File: config.mk
export PLATFORM = sky130hd
export DESIGN_NAME = hilo_muldiv
export DESIGN_NICKNAME = d
export VERILOG_FILES = /design/src/rtl/hilo_pkg.sv /design/src/rtl/hilo_iter_core.sv /design/src/rtl/hilo_muldiv.sv
export SDC_FILE = /design/constraint.sdc
export NUM_CORES = 1
export LEC_CHECK = 0
export CAP_MARGIN = 10
export CORE_MARGIN = 1.5
export CORE_UTILIZATION = 55
export DETAILED_ROUTE_END_ITERATION = 8
export GPL_TIMING_DRIVEN = 0
export PLACE_DENSITY = 0.8
export SYNTH_ARGS = -nofsm -noshare
export SYNTH_HDL_FRONTEND = slang
export SYNTH_HIERARCHICAL = 1
export SYNTH_SLANG_ARGS = --single-unit
File: constraint.sdc
create_clock -name i_clk -period 4.2 [get_ports i_clk]
set_clock_uncertainty 0.05 [all_clocks]
set_input_delay 1.26 -clock i_clk [delete_from_list [all_inputs] [get_ports i_clk]]
set_output_delay 1.26 -clock i_clk [all_outputs]
set_load 0.03 [all_outputs]
File: src/rtl/hilo_pkg.sv
// Shared types and constants for the HI/LO multiply/divide unit.
// Op encodings match the two-bit operation field driven by the pipeline.
package hilo_pkg;

    localparam int unsigned ITER  = 32;
    localparam int unsigned CNT_W = $clog2(ITER);

    typedef enum logic [1:0] {
        OP_MULT  = 2'b00,
        OP_MULTU = 2'b01,
        OP_DIV   = 2'b10,
        OP_DIVU  = 2'b11
    } op_e;

    typedef enum logic [1:0] {
        IDLE = 2'b00,
        RUN  = 2'b01,
        FIX  = 2'b10
    } state_e;

    function automatic logic [31:0] neg32(input logic [31:0] v);
        return ~v + 32'd1;
    endfunction

    function automatic logic [63:0] neg64(input logic [63:0] v);
        return ~v + 64'd1;
    endfunction

endpackage

File: src/rtl/hilo_iter_core.sv
// Iterative unsigned datapath: one shift-add (multiply) or restoring-subtract
// (divide) step per i_step. Result layout is {hi, lo} for both operations.
module hilo_iter_core
    import hilo_pkg::*;
(
    input  logic        i_clk,
    input  logic        i_rst_n,
    input  logic        i_load,
    input  logic        i_step,
    input  logic        i_is_div,
    input  logic [31:0] i_a,
    input  logic [31:0] i_b,
    output logic        o_last,
    output logic [63:0] o_result
);

    logic [63:0]      r_acc;
    logic [31:0]      r_opb;
    logic [CNT_W-1:0] r_cnt;
    logic             r_last;

    logic [32:0] w_mul_sum;
    logic [63:0] w_mul_next;
    logic [32:0] w_div_shift;
    logic [32:0] w_div_trial;
    logic [63:0] w_div_next;

    // Multiply: the 33-bit sum carries into bit 63 after the right shift.
    always_comb begin
        w_mul_sum  = {1'b0, r_acc[63:32]} + (r_acc[0] ? {1'b0, r_opb} : 33'd0);
        w_mul_next = {w_mul_sum, r_acc[31:1]};
    end

    // Divide: upper half is the partial remainder, lower half shifts the
    // dividend out and the quotient bits in.
    always_comb begin
        w_div_shift = {r_acc[63:32], r_acc[31]};
        w_div_trial = w_div_shift - {1'b0, r_opb};
        if (w_div_trial[32]) begin
            w_div_next = {w_div_shift[31:0], r_acc[30:0], 1'b0};
        end else begin
            w_div_next = {w_div_trial[31:0], r_acc[30:0], 1'b1};
        end
    end

    always_ff @(posedge i_clk or negedge i_rst_n) begin
        if (!i_rst_n) begin
            r_acc  <= 64'd0;
            r_opb  <= 32'd0;
            r_cnt  <= '0;
            r_last <= 1'b0;
        end else if (i_load) begin
            r_acc  <= {32'd0, i_a};
            r_opb  <= i_b;
            r_cnt  <= CNT_W'(ITER - 1);
            r_last <= 1'b0;
        end else if (i_step) begin
            r_acc  <= i_is_div ? w_div_next : w_mul_next;
            r_last <= (r_cnt == '0);
            if (r_cnt != '0) begin
                r_cnt <= r_cnt - 1'b1;
            end
        end
    end

    assign o_last   = r_last;
    assign o_result = r_acc;

endmodule

File: src/rtl/hilo_muldiv.sv
// MIPS HI/LO register pair with an iterative MULT/MULTU/DIV/DIVU engine.
// Signed operations run on magnitudes; signs are restored in the FIX state.
module hilo_muldiv
    import hilo_pkg::*;
(
    input  logic        i_clk,
    input  logic        i_rst_n,
    input  logic        i_start,
    input  logic [1:0]  i_op,
    input  logic [31:0] i_a,
    input  logic [31:0] i_b,
    output logic        o_busy,
    output logic        o_done,
    output logic        o_div_by_zero,
    input  logic        i_write_hi,
    input  logic        i_write_lo,
    input  logic [31:0] i_write_data,
    input  logic        i_read_sel,
    output logic [31:0] o_read_data,
    output logic [31:0] o_high,
    output logic [31:0] o_low
);

    state_e r_state;
    state_e w_state_next;

    logic        r_is_div;
    logic        r_neg_main;
    logic        r_neg_rem;
    logic        r_div_zero;
    logic [31:0] r_hi;
    logic [31:0] r_lo;
    logic        r_done;
    logic        r_dbz;

    logic        w_accept;
    logic        w_signed;
    logic        w_neg_a;
    logic        w_neg_b;
    logic [31:0] w_mag_a;
    logic [31:0] w_mag_b;
    logic        w_last;
    logic        w_step;
    logic [63:0] w_res;
    logic [63:0] w_prod;
    logic [31:0] w_fix_hi;
    logic [31:0] w_fix_lo;

    assign w_accept = (r_state == IDLE) && i_start;
    assign w_signed = (op_e'(i_op) == OP_MULT) || (op_e'(i_op) == OP_DIV);
    assign w_neg_a  = w_signed && i_a[31];
    assign w_neg_b  = w_signed && i_b[31];
    assign w_mag_a  = w_neg_a ? neg32(i_a) : i_a;
    assign w_mag_b  = w_neg_b ? neg32(i_b) : i_b;
    assign w_step   = (r_state == RUN) && !w_last;

    hilo_iter_core u_core (
        .i_clk    (i_clk),
        .i_rst_n  (i_rst_n),
        .i_load   (w_accept),
        .i_step   (w_step),
        .i_is_div (r_is_div),
        .i_a      (w_mag_a),
        .i_b      (w_mag_b),
        .o_last   (w_last),
        .o_result (w_res)
    );

    always_ff @(posedge i_clk or negedge i_rst_n) begin
        if (!i_rst_n) begin
            r_state <= IDLE;
        end else begin
            r_state <= w_state_next;
        end
    end

    always_comb begin
        w_state_next = r_state;
        unique case (r_state)
            IDLE:    if (i_start) w_state_next = RUN;
            RUN:     if (w_last) w_state_next = FIX;
            FIX:     w_state_next = IDLE;
            default: w_state_next = IDLE;
        endcase
    end

    // Sign correction; a zero divisor forces an all-ones quotient even when
    // the sign rule would flip it, while the remainder already equals A.
    always_comb begin
        w_prod   = r_neg_main ? neg64(w_res) : w_res;
        w_fix_hi = w_prod[63:32];
        w_fix_lo = w_prod[31:0];
        if (r_is_div) begin
            w_fix_hi = r_neg_rem ? neg32(w_res[63:32]) : w_res[63:32];
            if (r_div_zero) begin
                w_fix_lo = 32'hFFFF_FFFF;
            end else begin
                w_fix_lo = r_neg_main ? neg32(w_res[31:0]) : w_res[31:0];
            end
        end
    end

    always_ff @(posedge i_clk or negedge i_rst_n) begin
        if (!i_rst_n) begin
            r_is_div   <= 1'b0;
            r_neg_main <= 1'b0;
            r_neg_rem  <= 1'b0;
            r_div_zero <= 1'b0;
        end else if (w_accept) begin
            r_is_div   <= i_op[1];
            r_neg_main <= w_neg_a ^ w_neg_b;
            r_neg_rem  <= w_neg_a;
            r_div_zero <= (i_b == 32'd0);
        end
    end

    // Pipeline writes land only while idle; FIX is busy, so the result wins.
    always_ff @(posedge i_clk or negedge i_rst_n) begin
        if (!i_rst_n) begin
            r_hi   <= 32'd0;
            r_lo   <= 32'd0;
            r_done <= 1'b0;
            r_dbz  <= 1'b0;
        end else begin
            r_done <= (r_state == FIX);
            r_dbz  <= (r_state == FIX) && r_is_div && r_div_zero;
            if (r_state == FIX) begin
                r_hi <= w_fix_hi;
                r_lo <= w_fix_lo;
            end else if (r_state == IDLE) begin
                if (i_write_hi) r_hi <= i_write_data;
                if (i_write_lo) r_lo <= i_write_data;
            end
        end
    end

    assign o_busy        = (r_state != IDLE);
    assign o_done        = r_done;
    assign o_div_by_zero = r_dbz;
    assign o_high        = r_hi;
    assign o_low         = r_lo;
    assign o_read_data   = i_read_sel ? r_hi : r_lo;

endmodule

==> summary.txt, run 1 <==
Outcome
  • Status: complete, no violations

Clock network
  • Root buffer cell: clkbuf_16
  • Clock transition at path regs: 70 ps
  • CTS tree: built
  • Worst-skew pair later-pin latency: 450 ps
  • CTS Buffer Depth: 2
  • Clock sink count: 174
  • CTS HTree Levels: 4
  • Clock buffers created by TritonCTS: 17

Setup path
  • Crit path max-delay family: buffers and inverters
  • Crit path buf inv count: 3
  • Crit path launch type: input port
  • Max incr delay on CP: 620 ps
  • Critical Path RT: 2890 ps
  • Worst path slowest cell: clkdlybuf4s50_1
  • FF-to-FF path depth: 13
  • Worst setup path class: input port to output pin
  • Ordered cell list for the critical path: clkbuf_1, buf_2, mux2_2, clkdlybuf4s50_1
  • CP endpoint kind: output pin
  • FF-to-FF End: u_core/o_result[62]
  • Reg2Reg Launch Point: u_core/o_result[0]
  • Critical Path AT: 2860 ps
  • Flop2flop setup slack: 140 ps
  • CP max FO: 10

Synthesis
  • FF+latch count, synth: 174
  • Syn Nets: 2085
  • Ys Warns: 6
  • Synth Area per Inst: 8.03 µm²
  • Post-synthesis cell type count: 98
  • Gate Count Post-Synth: 1909
  • Synth Cell Area: 15300 µm²
  • Top_reg_cell synth: dfrtp_1
  • Post-synth EDFFs: 0
  • Sequential area share after synthesis: 28.4%
  • Fraction of registers with async set/reset: 100%

Hold path
  • Hold Path End: o_low[11]
  • Hold path startpoint: o_low[11]
  • Hold Path Class: register to register
  • Cells on Worst Hold Path: 2

Floorplan
  • Die W: 170 µm
  • Initial Util: 56.4%
  • Die area: 28900 µm²
  • Row cnt: 60
  • Die height: 170 µm
  • Core box area: 27200 µm²
  • # IOs: 203

STA
  • Worst hold margin: 452 ps
  • Fin crit share: 99.2%
  • RSZ-0062 raised after global routing: no
  • Fin crit period: 4170 ps
  • Slew headroom: 31.0%
  • Fmax: 240 MHz
  • Slew @ Worst Pin: 1030 ps
  • Final Max Tran Viols: 0
  • PnR worst setup slack: 34.0 ps
  • Final Hold Viols: 0
  • Setup violators final: 0

Placement
  • Input/output buffers: 201
  • DP Worst Slack: -276 ps
  • DPL Wire Length: 44600 µm
  • Gpl congestion: 0.993

Global routing
  • Initial antenna violation count: 1
  • First-pass GRT wire length: 87600 µm
  • Final global-route overflow total: 0
  • Global-route usage over all layers: 39.6%
  • Vias in the first global route: 15300
  • Largest net degree at the start of global routing: 90

Power
  • Sw Ratio: 54.3%
  • P_int: 7.68 mW
  • Flop pwr share: 21.6%
  • Pleak: 7.66 nW
  • Combinational power share: 68.7%
  • Final Power: 16.8 mW
  • VDD IR max: 0.400 mV
  • P_sw: 9.12 mW
  • Clk pwr share: 9.7%
  • Power per cell area: 911 nW/µm²

Drt
  • Vias per Instance: 6.51
  • Final WL: 56700 µm
  • DRT iter0 DRCs: 2107
  • WL per Instance: 22.6 µm
  • Vias: 16400
  • First-pass DRT Iterations: 8
  • Residual DRC: 0
  • Antenna Violating Nets Remaining: 0

Final layout
  • Most frequent cells in the layout: nand2_1, o21ai_0, clkdlybuf4s50_1, dfrtp_1, a21oi_1
  • Share of post-route cells with drive strength above 1: 5.83%
  • Diodes inserted: 0
  • Core Util, Final: 67.8%
  • Most common cell after layout, fill and taps aside: nand2_1
  • Area growth, synth to finish: 20.3%
  • Final #Nets: 2307

Flow run
  • Maxcap violations: 0
worst register-to-register path: stages (launching register included):
cell	delay [ps]
dfrtp_2	590
clkbuf_2	350
nand2_1	150
inv_1	80
ha_1	240
a211oi_1	350
o21ai_1	220
o2111a_1	340
o21ai_1	490
or2_2	230
o2111ai_1	160
a221oi_1	360
xnor2_1	120
o221a_2	230
final cells by class:
type	instances	area, µm²
well taps	372	465
inverters	77	289
fillers	2338	8740
flip-flops and latches	174	4360
plain buffers	98	437
clock buffers	18	439
repair buffers	203	2050
clock inverters	13	140
multi-input cells	1560	10300
flip-flops by register name (all words and copies together) (netlist names):
register and flops:
u_core/r_opb 32, u_core/o_last 1, o_done 1, r_state 2, o_div_by_zero 1, o_high 32
r_div_zero 1, r_neg_main 1, u_core/o_result 64, u_core/r_cnt 5, o_low 32, r_is_div 1
r_neg_rem 1
cells in the mapped netlist (16+ instances only):
cell type	count	area, µm²
nand2_1	222	833
o21ai_0	212	1060
dfrtp_1	174	4350
a21oi_1	137	686
nor2_1	111	417
xnor2_1	85	744
clkbuf_1	79	297
inv_1	76	285
xor2_1	76	666
ha_1	70	876
nor3_1	51	255
mux2i_1	48	480
a21o_1	40	300
and2_1	40	250
mux2_2	34	383
o22ai_1	31	194
o31ai_1	29	218
or3_1	24	150
nand3_1	23	115
nand2b_1	22	138
nor4_1	22	138
nor2b_1	20	125
a211oi_1	18	135
o211ai_1	18	135
a31oi_1	17	106
o41ai_1	17	149
or4_1	17	128
and3_1	16	100
routing by layer:
metal	wire, µm	global-route usage (%)	vias up
met5	0	0	-
met4	1810	12.0	0
met3	6630	8.33	150
met2	24500	60.5	997
met1	23800	56.1	7805
li1	-	-	7412
how the worst max path moves through the flow:
stage / to / startpoint / slack, ps / cells past startpoint
floorplan: o_read_data[10] / i_read_sel / 660 / 3
global placement: u_core/r_opb[25] / i_rst_n / -5490 / 1
detailed placement: u_core/o_result[46] / i_start / -280 / 7
CTS: o_read_data[26] / i_read_sel / 50 / 4
global route: o_read_data[17] / i_read_sel / 0.7 / 4
finish: o_read_data[26] / i_read_sel / 30 / 4
stage by stage:
stage / TNS [ps] / instance area (µm²) / instances
floorplan: 0 / 15300 / 1909
global placement: -959640 / 17800 / 2482
detailed placement: -10510 / 17800 / 2483
CTS: 0 / 18400 / 2514
global route: 0 / 18400 / 2515
finish: 0 / 18400 / 2515
cells by family after synthesis:
kind of cell | Yosys count | synth area share, %
AO/OA/AOI/OAI | 632 | 26.1
AND/OR/NAND/NOR | 612 | 19.9
buffers and inverters | 175 | 4.69
flip-flops | 174 | 28.4
XOR/XNOR | 161 | 9.20
multiplexers | 83 | 5.73
adder cells (fa/ha/maj) | 72 | 5.98
power groups by stage:
stage | clock (mW) | sequential [mW] | combinational (mW)
floorplan | 0 | 3.77 | 6.98
global placement | 0 | 3.56 | 10.9
detailed placement | 0 | 3.59 | 11.1
CTS | 1.63 | 3.57 | 11.2
global route | 1.70 | 3.70 | 12.3
finish | 1.63 | 3.63 | 11.5
timing repair:
| item | CTS | global route |
|---|---|---|
| hold endpoints to repair | 0 | 0 |
| setup endpoints to repair | 32 | 14 |
| gates resized for setup | 4 | 7 |
| hold buffers | 0 | 0 |
| buffers inserted | 0 | 1 |
| pin swaps | 0 | 1 |
| cloned | 0 | 0 |
(Power assumes the default switching activity.)
==> inputs of run 2 (changes only) <==
ABC_AREA = 1   (was not set)
PLACE_DENSITY = 0.78   (was 0.8)
clock period = 4.35 ns   (was 4.2 ns; I/O delays follow)
==> summary.txt, run 2 <==
Global routing
  • First-pass GRT wire length: 107000 µm
  • Initial antenna violation count: 0
  • Final global-route overflow total: 0
  • Largest net degree at the start of global routing: 109
  • Global-route usage over all layers: 42.2%
  • Vias in the first global route: 19300

Synthesis
  • Sequential area share after synthesis: 24.7%
  • Most common library cells after synthesis: nand2_1, inv_1, nor2_1, nand3_1, o21ai_0
  • Syn Nets: 3132
  • Synth Area per Inst: 5.96 µm²
  • Top-count cell post-synth: nand2_1
  • Post-synthesis cell type count: 57
  • FF+latch count, synth: 174
  • Gate Count Post-Synth: 2956
  • Synth Cell Area: 17600 µm²
  • Post-synth EDFFs: 0
  • Ys Warns: 6
  • Largest area contributor in the netlist: dfrtp_1
  • Share of Yosys cell area claimed by the top area cell type: 24.7%
  • Top_reg_cell synth: dfrtp_1
  • Fraction of registers with async set/reset: 100%
  • Synth top area cells: dfrtp_1, nand2_1, inv_1

Placement
  • Gpl congestion: 1.06
  • DP Worst Slack: -107 ps
  • DP Area: 20200 µm²
  • Dpl cells: 3560
  • Input/output buffers: 201
  • DPL Wire Length: 56800 µm

STA
  • Final Max Tran Viols: 0
  • Slew headroom: 38.0%
  • RSZ-0062 raised after global routing: no
  • Final Hold Viols: 0
  • Slew @ Worst Pin: 930 ps
  • Setup_tns: 0 ps
  • Fmax: 238 MHz
  • PnR worst setup slack: 151 ps
  • Fin crit period: 4200 ps
  • Setup violators final: 0
  • Fin crit share: 96.5%
  • Worst hold margin: 477 ps

Floorplan
  • # IOs: 203
  • Die area: 33100 µm²
  • Die W: 182 µm
  • Core box area: 31600 µm²
  • Initial Util: 55.9%
  • Die height: 182 µm
  • Row cnt: 65

Power
  • VDD IR max: 0.376 mV
  • Power per cell area: 811 nW/µm²
  • Pleak: 10.4 nW

Setup path
  • CP endpoint kind: output pin
  • Critical Path AT: 2840 ps
  • Flop2flop setup slack: 290 ps
  • FF-to-FF End: u_core/o_result[61]
  • Crit path launch type: input port
  • CP max FO: 10
  • FF-to-FF path depth: 17
  • Critical Path RT: 2990 ps
  • Worst setup path class: input port to output pin
  • Reg2Reg Launch Point: u_core/o_result[0]

Drt
  • Antenna Violating Nets Remaining: 0
  • WL per Instance: 19.6 µm
  • DRT iter0 DRCs: 2831
  • Residual DRC: 0
  • Final WL: 70500 µm
  • First-pass DRT Iterations: 6
  • Vias per Instance: 5.88
  • Vias: 21100

Outcome
  • Status: complete, no violations

Final layout
  • Max reg flops: 64
  • Area growth, synth to finish: 18.0%
  • Most common cell after layout, fill and taps aside: nand2_1
  • Final #Nets: 3353
  • Design area: 20800 µm²
  • Diodes inserted: 0
  • Layout Cells excl Fill: 3592
  • Share of post-route cells with drive strength above 1: 4.51%
  • Most frequent cells in the layout: nand2_1, inv_1, nor2_1, nand3_1, clkdlybuf4s50_1

Clock network
  • CTS Buffer Depth: 2
  • Hold buffers post-CTS: 0
  • Root buffer cell: clkbuf_16
  • CTS tree: built
  • Clock buffers created by TritonCTS: 17
  • CTS HTree Levels: 4
  • Clock transition at path regs: 80 ps
  • Worst-skew pair later-pin latency: 460 ps
  • Clock sink count: 174
  • Post-CTS setup buffer count: 0

Hold path
  • Hold Path End: u_core/r_cnt[4]
  • Hold Path Class: register to register
  • Cells on Worst Hold Path: 2
  • Hold path startpoint: u_core/r_cnt[4]

Flow run
  • Maxcap violations: 0
==> run 2: cell count changes in the layout (fill, tap and decap cells not counted), moves of 28 or more <==
cell and change:
o22ai_1 -31, a21oi_1 +34, xor2_1 -38, nor2_1 +215, xnor2_1 -48, o21ai_0 -28, mux2_2 -28, nand2_1 +657
and2_1 -36, o221ai_1 +29, inv_1 +367, mux2i_1 -48, a21o_1 -36, nand3_1 +236
==> run 2: power breakdown <==
| group | switching [mW] | internal (mW) |
|---|---|---|
| Sequential | 1.09 | 2.35 |
| Clock | 0.860 | 0.797 |
| Combinational | 7.89 | 3.88 |
| Total | 9.84 | 7.03 |
==> run 2: layout make-up <==
| class | instances | area, µm² |
|---|---|---|
| Clock inverter | 15 | 203 |
| Buffer | 90 | 430 |
| Clock buffer | 17 | 425 |
| Multi-Input combinational cell | 2234 | 11100 |
| Fill cell | 2908 | 10700 |
| Sequential cell | 174 | 4350 |
| Tap cell | 402 | 503 |
| Timing Repair Buffer | 202 | 2040 |
| Inverter | 458 | 1720 |
==> run 2: per-layer routing <==
layer	wire length, µm	vias to the layer above	global-route usage [%]
met5	0	-	0
met4	2610	0	15.2
met3	9910	169	10.7
met2	28600	1426	61.5
met1	29400	9616	60.2
li1	-	9918	-
==> run 2: stage by stage <==
stage / util [%] / power (mW)
3_3_place_gp: 63.8 / 14.4
6_report: 65.9 / 16.9
3_5_place_dp: 63.9 / 14.7
5_1_grt: 65.9 / 18.0
2_1_floorplan: - / 10.8
4_1_cts: 65.9 / 16.4
==> run 2: worst max-delay path by stage <==
stage | end | startpoint | cells after the start
finish | o_read_data[22] | i_read_sel | 5
global route | o_read_data[19] | i_read_sel | 5
CTS | o_read_data[10] | i_read_sel | 5
detailed placement | o_read_data[10] | i_read_sel | 5
global placement | u_core/o_result[5] | i_rst_n | 1
floorplan | o_read_data[10] | i_read_sel | 4
==> run 2: logic make-up after synthesis <==
kind of cell	Yosys count	synth area share [%]
multiplexers	6	0.383
flip-flops	174	24.7
buffers and inverters	548	12.2
adder cells (fa/ha/maj)	72	5.19
AO/OA/AOI/OAI	477	15.4
XOR/XNOR	75	3.73
AND/OR/NAND/NOR	1604	38.4
==> run 2: timing repair <==
item | in CTS | in global routing
setup endpoints to repair | 20 | 2
resized for setup | 1 | 2
endpoints found under the hold margin | 0 | 0
gates cloned | 0 | 0
==> run 2: worst max-delay path, cell delays in order <==
cell,delay (ps)
buf_2,260
clkbuf_1,380
nand2_1,110
o21ai_0,90
clkdlybuf4s50_1,690
